File: src/rtl/apb_master_bridge.sv
// apb_master_bridge
//   Converts a single-outstanding command/response handshake into APB
//   transfers (SETUP -> ACCESS -> RESP). Misaligned commands are answered
//   with an error and never reach the bus. ACCESS is bounded by a wait
//   counter, so a hung slave produces an error response.
// Ports
//   PCLK, PRESETn                  clock, async active-low reset
//   cmd_valid/cmd_ready            command handshake (ready only in IDLE)
//   cmd_write/addr/wdata/strb      command payload
//   rsp_valid/rsp_ready            response handshake
//   rsp_rdata/rsp_err              response payload
//   PSEL/PENABLE/PWRITE/PADDR/PWDATA/PSTRB   APB request
//   PREADY/PRDATA/PSLVERR          APB completion
module apb_master_bridge #(
  parameter int DATA_WIDTH     = 32,
  parameter int ADDR_WIDTH     = 32,
  parameter int STRB_WIDTH     = DATA_WIDTH/8,
  parameter int TIMEOUT_CYCLES = 16
) (
  input  logic                  PCLK,
  input  logic                  PRESETn,
  input  logic                  cmd_valid,
  output logic                  cmd_ready,
  input  logic                  cmd_write,
  input  logic [ADDR_WIDTH-1:0] cmd_addr,
  input  logic [DATA_WIDTH-1:0] cmd_wdata,
  input  logic [STRB_WIDTH-1:0] cmd_strb,
  output logic                  rsp_valid,
  input  logic                  rsp_ready,
  output logic [DATA_WIDTH-1:0] rsp_rdata,
  output logic                  rsp_err,
  output logic                  PSEL,
  output logic                  PENABLE,
  output logic                  PWRITE,
  output logic [ADDR_WIDTH-1:0] PADDR,
  output logic [DATA_WIDTH-1:0] PWDATA,
  output logic [STRB_WIDTH-1:0] PSTRB,
  input  logic                  PREADY,
  input  logic [DATA_WIDTH-1:0] PRDATA,
  input  logic                  PSLVERR
);

  typedef enum logic [3:0] {
    IDLE   = 4'b0001,
    SETUP  = 4'b0010,
    ACCESS = 4'b0100,
    RESP   = 4'b1000
  } state_t;

  localparam int CNT_W = $clog2(TIMEOUT_CYCLES + 1);

  state_t           state, state_nxt;
  logic [CNT_W-1:0] wait_cnt;
  logic             live;     // low until the first edge after reset release
  logic             accept;
  logic             aligned;
  logic             timeout;

  assign aligned   = (cmd_addr[1:0] == 2'b00);
  assign cmd_ready = (state == IDLE) && live;
  assign accept    = cmd_valid && cmd_ready;
  // Last tolerated wait cycle: this PREADY=0 cycle is the TIMEOUT_CYCLES-th.
  assign timeout   = (state == ACCESS) && !PREADY &&
                     (wait_cnt == CNT_W'(TIMEOUT_CYCLES - 1));

  // Bus controls decode straight from state, so reset clears them without an edge.
  assign PSEL      = (state == SETUP) || (state == ACCESS);
  assign PENABLE   = (state == ACCESS);
  assign rsp_valid = (state == RESP);

  always_ff @(posedge PCLK or negedge PRESETn) begin
    if (!PRESETn) state <= IDLE;
    else          state <= state_nxt;
  end

  always_comb begin
    state_nxt = state;
    case (state)
      IDLE:    if (accept) state_nxt = aligned ? SETUP : RESP;
      SETUP:   state_nxt = ACCESS;
      ACCESS:  if (PREADY || timeout) state_nxt = RESP;
      RESP:    if (rsp_ready) state_nxt = IDLE;
      default: state_nxt = IDLE;
    endcase
  end

  always_ff @(posedge PCLK or negedge PRESETn) begin
    if (!PRESETn) begin
      live      <= 1'b0;
      PWRITE    <= 1'b0;
      PADDR     <= '0;
      PWDATA    <= '0;
      PSTRB     <= '0;
      rsp_rdata <= '0;
      rsp_err   <= 1'b0;
      wait_cnt  <= '0;
    end else begin
      live <= 1'b1;
      if (accept) begin
        if (aligned) begin
          // Bus payload is loaded only for transfers that will reach APB and
          // then stays put until the next accepted command.
          PADDR    <= cmd_addr;
          PWRITE   <= cmd_write;
          PWDATA   <= cmd_write ? cmd_wdata : '0;
          PSTRB    <= cmd_write ? cmd_strb  : '0;
          wait_cnt <= '0;
        end else begin
          rsp_rdata <= '0;
          rsp_err   <= 1'b1;
        end
      end
      if (state == ACCESS) begin
        if (PREADY) begin
          rsp_rdata <= PWRITE ? '0 : PRDATA;
          rsp_err   <= PSLVERR;
        end else if (timeout) begin
          rsp_rdata <= '0;
          rsp_err   <= 1'b1;
        end else begin
          wait_cnt <= wait_cnt + CNT_W'(1);
        end
      end
    end
  end

endmodule

File: config.mk
export PLATFORM = sky130hd
export DESIGN_NAME = apb_master_bridge
export DESIGN_NICKNAME = d
export VERILOG_FILES = /design/src/rtl/apb_master_bridge.sv
export SDC_FILE = /design/constraint.sdc
export NUM_CORES = 1
export LEC_CHECK = 0
export CAP_MARGIN = 10
export CORE_MARGIN = 2
export CORE_UTILIZATION = 33
export DETAILED_ROUTE_END_ITERATION = 10
export GPL_TIMING_DRIVEN = 0
export HOLD_SLACK_MARGIN = 0.02
export PLACE_DENSITY = 0.68
export SLEW_MARGIN = 20
export SYNTH_ARGS = -nofsm -noshare
export SYNTH_HDL_FRONTEND = slang
export SYNTH_SLANG_ARGS = --single-unit
File: constraint.sdc
create_clock -name PCLK -period 3.03 [get_ports PCLK]
set_input_delay 0.606 -clock PCLK [delete_from_list [all_inputs] [get_ports PCLK]]
set_output_delay 0.606 -clock PCLK [all_outputs]
set_load 0.005 [all_outputs]
==> results.md, run 1 <==
- Status: completed
- Starting Density: 34.16%
- CTS Buf Count: 9
- Latest clock arrival within the worst-skew pair: 0.34 ns
- Global-route wire length before repair: 19640 um
- Combinational power share: 23.9%
- H-tree levels: 3
- Fin crit period: 2.566 ns
- Antenna violations before repair: 0
- Core Util, Final: 54.77%
- Sequential share of the synthesized area: 64.53%
- Via count: 3541
- Startpoint Class: flop
- Placed insts: 741
- CP peak stage delay: 0.60 ns
- Max cap viols: 0
- Sw frac: 24.16%
- Core Rows: 41
- Reg clk slew, reported paths: 0.07 ns
- Worst setup path class: reg -> out
- Total power per unit cell area: 552.6 nW/um^2
- Layout net count: 689
- Crit path buf inv count: 2
- Vias/cell: 4.678
- Core box area: 12720 um^2
- Remaining antenna violation count: 0
- RSZ-0062 raised after global routing: false
- Critical Path Start: state[1]
- CTS sink cnt: 112
- Pins Over Slew Limit: 0
- Die Span Y: 118.8 um
- Clock power frac: 28.3%
- Tcrit/Tclk final: 84.70%
- Worst min-delay path class: in -> async
- Slew margin rel.: 57.33%
- CTS resizes: 0
- Post-Synthesis Cells: 357
- Required @ worst endpoint: 2.42 ns
- Vias in the first global route: 3648
- CTS root buf: clkbuf_16
- Crit path max fanout: 7
- Die ar.: 14100 um^2
- Placement Setup Slack: 0.2366 ns
- Largest net degree at the start of global routing: 73
- Diode count: 0
- Setup Skew: 0.005450 ns
- Drt wl/cell: 16.04 um
- Crit-path leading delay family: buffers and inverters
- I/O pin cnt: 213
- Max VDD drop: 0.0003108 V
- Internal power: 2.920 mW
- Setup-failing EPs final: 0
- Fmax: 0.3897 GHz
- Worst-case clock buffer depth: 2
- Hold-fix buffers, CTS: 0
- Final setup margin: 0.4637 ns
- Critical-path cell with the highest stage delay: clkdlybuf4s50_1
- Syn_area_per_cell: 12.17 um^2
- Mapped Area: 4345 um^2
- # DRC: 0
- Die X-Extent: 118.8 um
- Grt ovf: 0
- PortBufs: 211
- Final Hold Viols: 0
- Worst setup EP type: output pin
- Final WL: 12140 um
- Lkg Pwr: 3.053 nW
- CTS tree: yes
- RD Place Congestion: 0.7128
- Synth cell types: 32
- Setup bufs post-CTS: 0
- Layout cells sized above 1: 10.43%
- Synth warnings: 0
- Arr. time, crit path: 1.96 ns
- Worst-Margin Slew: 0.6382 ns
- Tot GR Track Use: 17.61%
- Synth-to-layout area growth: 60.35%
- CP cell instances: buf_2, nor4b_4, clkdlybuf4s50_1
- DR pass1 iterations: 4
- Non-Filler Instances: 757
- #FFs+latches synth: 112
- 1st-iter DRT viols: 176
- Power, Total: 3.851 mW
- Worst r2r src: state[0]
- DP HPWL: 9290 um
- Sequential share of power: 47.8%
- Switching power total: 930.4 uW
- Syn_nets: 466
[flip-flops by register name (all words and copies together) (netlist names)]
| signal | flops |
|---|---|
| wait_cnt | 5 |
| rsp_rdata | 32 |
| live | 1 |
| rsp_err | 1 |
| PWDATA | 32 |
| PADDR | 32 |
| state | 4 |
| PSTRB | 4 |
| PWRITE | 1 |
[area by class of cell]
class	instances	area (um^2)
inverters	4	15.01
repair buffers	212	2141
plain buffers	24	145.1
flip-flops and latches	112	2804
well taps	172	215.2
fillers	1162	5754
multi-input cells	217	1381
clock buffers	12	246.5
clock inverters	4	20.02
[stage by stage]
stage | setup TNS (ns) | cell area [um^2] | hold WS (ns)
detailed placement | 0 | 6701 | 0.4709
global placement | -323.19 | 6673 | 0.4623
global route | 0 | 6968 | 0.1848
finish | 0 | 6968 | 0.1641
floorplan | 0 | 4345 | 0.3104
CTS | 0 | 6968 | 0.1654
[cell usage after synthesis]
cell type	instances	area (um^2)
dfrtp_1	111	2778
o21ai_0	39	195.2
xor2_1	2	17.52
nor3_1	2	10.01
and3_1	2	12.51
nor2_2	1	6.260
nor2b_1	1	6.260
buf_4	3	22.52
nand2_1	76	285.3
inv_1	4	15.01
conb_1	1	3.750
buf_6	5	56.30
and2_1	3	18.77
o211ai_1	1	7.510
clkbuf_1	11	41.29
nor2_1	5	18.77
mux2_1	4	45.04
nor4b_4	1	23.77
o21ai_2	1	8.760
nor3b_2	1	12.51
ha_1	2	25.02
nand2b_1	2	12.51
xnor2_1	1	8.760
a21oi_1	1	5.000
dfstp_2	1	26.28
mux2_2	27	304.0
buf_2	5	25.02
o21a_1	2	15.01
nand4_1	1	6.260
nand3_1	7	35.03
o41ai_1	2	17.52
a22o_1	32	280.3
[final timing paths]
check                           slack [ns]  cells after the start       endpoint
worst min register to register        0.48                      2     PWDATA[27]
min in group PCLK                     0.48                      2     PWDATA[27]
worst max-delay path                  0.46                      3        PENABLE
worst max register to register        0.68                      7     PWDATA[13]
max in group asynchronous             2.16                      2       state[0]
worst min-delay path                  0.16                      1  rsp_rdata[24]
[cell usage in the layout, fill, tap and decap left out]
cell type,netlist,final
a21oi_1,1,1
a22o_1,32,32
and2_1,3,3
and3_1,2,2
buf_16,0,1
buf_2,5,5
buf_4,3,3
buf_6,5,6
clkbuf_1,11,13
clkbuf_16,0,9
clkbuf_8,0,1
clkdlybuf4s50_1,0,210
clkinv_2,0,4
conb_1,1,1
dfrtp_1,111,111
dfstp_2,1,1
ha_1,2,2
inv_1,4,4
mux2_1,4,4
mux2_2,27,27
nand2_1,76,76
nand2b_1,2,2
nand3_1,7,7
nand4_1,1,1
nor2_1,5,5
nor2_2,1,1
nor2b_1,1,1
nor3_1,2,2
nor3b_2,1,1
nor4b_4,1,1
o211ai_1,1,1
o21a_1,2,2
o21ai_0,39,39
o21ai_2,1,1
o41ai_1,2,2
xnor2_1,1,1
xor2_1,2,2
[power groups by stage]
| stage | Combinational, mW | Clock (mW) | Sequential [mW] |
|---|---|---|---|
| floorplan | 0.222 | 0 | 1.87 |
| global placement | 0.915 | 0 | 1.86 |
| detailed placement | 0.935 | 0 | 1.87 |
| CTS | 0.940 | 1.13 | 1.84 |
| global route | 1.00 | 1.19 | 1.87 |
| finish | 0.921 | 1.09 | 1.84 |
[per-layer routing]
metal  share of wire (%)  GRT usage (%)  vias to the layer above  wire (um)
li1                    -              -                     1676          -
met1                  43          21.87                     1698       5181
met2                  48          28.92                      154       5775
met3                 8.2          5.550                       13        998
met4                 1.5          6.101                        0        187
met5                   0              0                        -          0
[logic make-up (layout without fill, tap and decap cells)]
kind of cell	Yosys count	count (layout)	share of synthesized area [%]
and+or+nand+nor	102	102	10.31
DFF	112	112	64.53
xor gates and xnor gates	3	3	0.6048
muxes	31	31	8.033
AOI/OAI and AO/OA	78	78	12.18
other	1	1	0.08630
adders and majority gates	2	2	0.5758
buffers and inverters	28	256	3.685
Note: power is estimated with default switching activity, not from simulation.
==> run 2: changes to the inputs <==
Clock period 3.03 ns to 2.5 ns, I/O delays scaled along.
==> run 2 against run 1 <==
Sequential power is 21% higher; first-iteration DRC count is 2.3% lower; die area unchanged; largest cell class unchanged.
==> results.md, run 2 (synthesized netlist as in run 1, its figures left out) <==
- Die Span Y: 118.8 um (unchanged)
- Global-route wire length before repair: 19640 um (unchanged)
- Diode count: 0 (unchanged)
- Arr. time, crit path: 1.88 ns (-0.08 ns)
- Worst min-delay path class: in -> async
- 1st-iter DRT viols: 172 (-2.3%)
- Setup-failing EPs final: 0 (unchanged)
- Starting Density: 34.16% (unchanged)
- R2r worst-path depth: 8 (+1)
- Total power per unit cell area: 666.0 nW/um^2 (+21%)
- CTS resizes: 0 (unchanged)
- Vias/cell: 4.670 (-0.17%)
- Latest clock arrival within the worst-skew pair: 0.34 ns (about the same)
- Core Util, Final: 55.12% (+0.35 points)
- Lkg Pwr: 3.082 nW (+0.95%)
- CTS root buf: clkbuf_16
- Largest net degree at the start of global routing: 73 (unchanged)
- I/O pin cnt: 213 (unchanged)
- Tcrit/Tclk final: 95.35%
- Finished Cell Area: 7013 um^2 (+0.65%)
- Drt wl/cell: 15.97 um (-0.44%)
- Commonest cells after routing, fill and taps aside: clkdlybuf4s50_1 (210), dfrtp_1 (111), nand2_1 (76), o21ai_0 (39), a22o_1 (32)
- Non-Filler Instances: 763 (+0.79%)
- Worst setup path class: reg -> out
- Remaining antenna violation count: 0 (unchanged)
- Required @ worst endpoint: 2.00 ns (-0.42 ns)
- Fill cells: 1160 (-0.17%)
- Worst-case clock buffer depth: 2 (unchanged)
- PortBufs: 211 (unchanged)
- Final setup margin: 0.1161 ns (-0.3476 ns)
- Final WL: 12190 um (+0.35%)
- Final Hold Viols: 0 (unchanged)
- Grt ovf: 0 (unchanged)
- Crit path max fanout: 7 (unchanged)
- CTS Buf Count: 9 (unchanged)
- Reg clk slew, reported paths: 0.07 ns (about the same)
- Most common cell after layout, fill and taps aside: clkdlybuf4s50_1
- Max VDD drop: 0.0003771 V (+21%)
- Power, Total: 4.671 mW (+21%)
- H-tree levels: 3 (unchanged)
- Synth-to-layout area growth: 61.39%
- Layout cells sized above 1: 11.34% (+0.91 points)
- CTS sink cnt: 112 (unchanged)
- Worst-Margin Slew: 0.5747 ns (-0.06345 ns)
- Core Rows: 41 (unchanged)
- Top flop regs: PADDR (32), PWDATA (32), rsp_rdata (32)
- RSZ-0062 raised after global routing: false
- Layout net count: 695 (+0.87%)
- Via count: 3563 (+0.62%)
- Startpoint Class: flop
- Core box area: 12720 um^2 (unchanged)
- Max cap viols: 0 (unchanged)
- Status: completed
- Worst setup EP type: output pin
- Post-DP Area: 6701 um^2 (unchanged)
- Tot GR Track Use: 17.61% (unchanged)
- Antenna violations before repair: 0 (unchanged)
- Fmax: 0.4195 GHz
- DP HPWL: 9290 um (unchanged)
- Setup Skew: 0.005478 ns (+0.00002859 ns)
- Placed insts: 741 (unchanged)
- # DRC: 0 (unchanged)
- Slew margin rel.: 61.69% (+4.4 points)
- DR pass1 iterations: 4 (unchanged)
- Die ar.: 14100 um^2 (unchanged)
- Vias in the first global route: 3648 (unchanged)
- Placement Setup Slack: -0.1874 ns (-0.4240 ns)
- CTS tree: yes
- Setup bufs post-CTS: 0 (unchanged)
- Die X-Extent: 118.8 um (unchanged)
- Fin crit period: 2.384 ns
- Pins Over Slew Limit: 0 (unchanged)
- RD Place Congestion: 0.7128 (unchanged)
- Hold-fix buffers, CTS: 0 (unchanged)
- R2r setup slk: 0.55 ns (-0.13 ns)
==> run 2: changes by cell type in the layout (fill, tap and decap cells not counted), sizes merged <==
cell and delta:
buf +6
==> run 2: per-stage QoR <==
step | setup TNS, ns | hold WS, ns
5_1_grt | 0 | 0.07876
2_1_floorplan | 0 | 0.2044
3_5_place_dp | -3.871 | 0.4377
3_3_place_gp | -371.60 | 0.4623
4_1_cts | 0 | 0.05937
6_report | 0 | 0.05830
==> run 2: where the power goes <==
part           switching, mW  total, mW  internal [mW]
Combinational          0.358       1.12          0.761
Clock                  0.624       1.32          0.698
Sequential             0.148       2.23           2.08
==> run 2: final cells by class <==
| type | instances | area (um^2) | share of cell area [%] |
|---|---|---|---|
| well taps | 172 | 215.2 | 3.069 |
| plain buffers | 24 | 145.1 | 2.070 |
| clock inverters | 4 | 20.02 | 0.2855 |
| clock buffers | 12 | 246.5 | 3.515 |
| inverters | 4 | 15.01 | 0.2141 |
| flip-flops and latches | 112 | 2804 | 39.98 |
| repair buffers | 218 | 2186 | 31.17 |
| multi-input cells | 217 | 1381 | 19.70 |
==> run 2: path summary, 6_finish.rpt <==
check / startpoint / end
max in group asynchronous: PRESETn / state[0]
min: PRESETn / rsp_rdata[24]
max: state[1] / PENABLE
max reg2reg: state[1] / rsp_rdata[15]
min reg2reg: PWDATA[27] / PWDATA[27]
min in group PCLK: PWDATA[27] / PWDATA[27]
==> run 2: metal layers <==
layer	part of all wire [%]	vias up	GRT usage (%)	wire length, um
li1	-	1687	-	-
met1	43	1715	21.87	5206
met2	48	148	28.92	5802
met3	8.1	13	5.550	988
met4	1.5	0	6.101	187
met5	0	-	0	0
==> run 2: worst max-delay path, stage by stage (launching register included) <==
cell and delay [ns]:
dfrtp_1 0.36, buf_2 0.17, nor4b_4 0.43, clkdlybuf4s50_1 0.58
==> run 3: changes to the inputs <==
Settings changed: GPL_ROUTABILITY_DRIVEN set to 0.
==> results of run 3 <==
The final DEF is identical to that of run 2; final timing and power are the same.
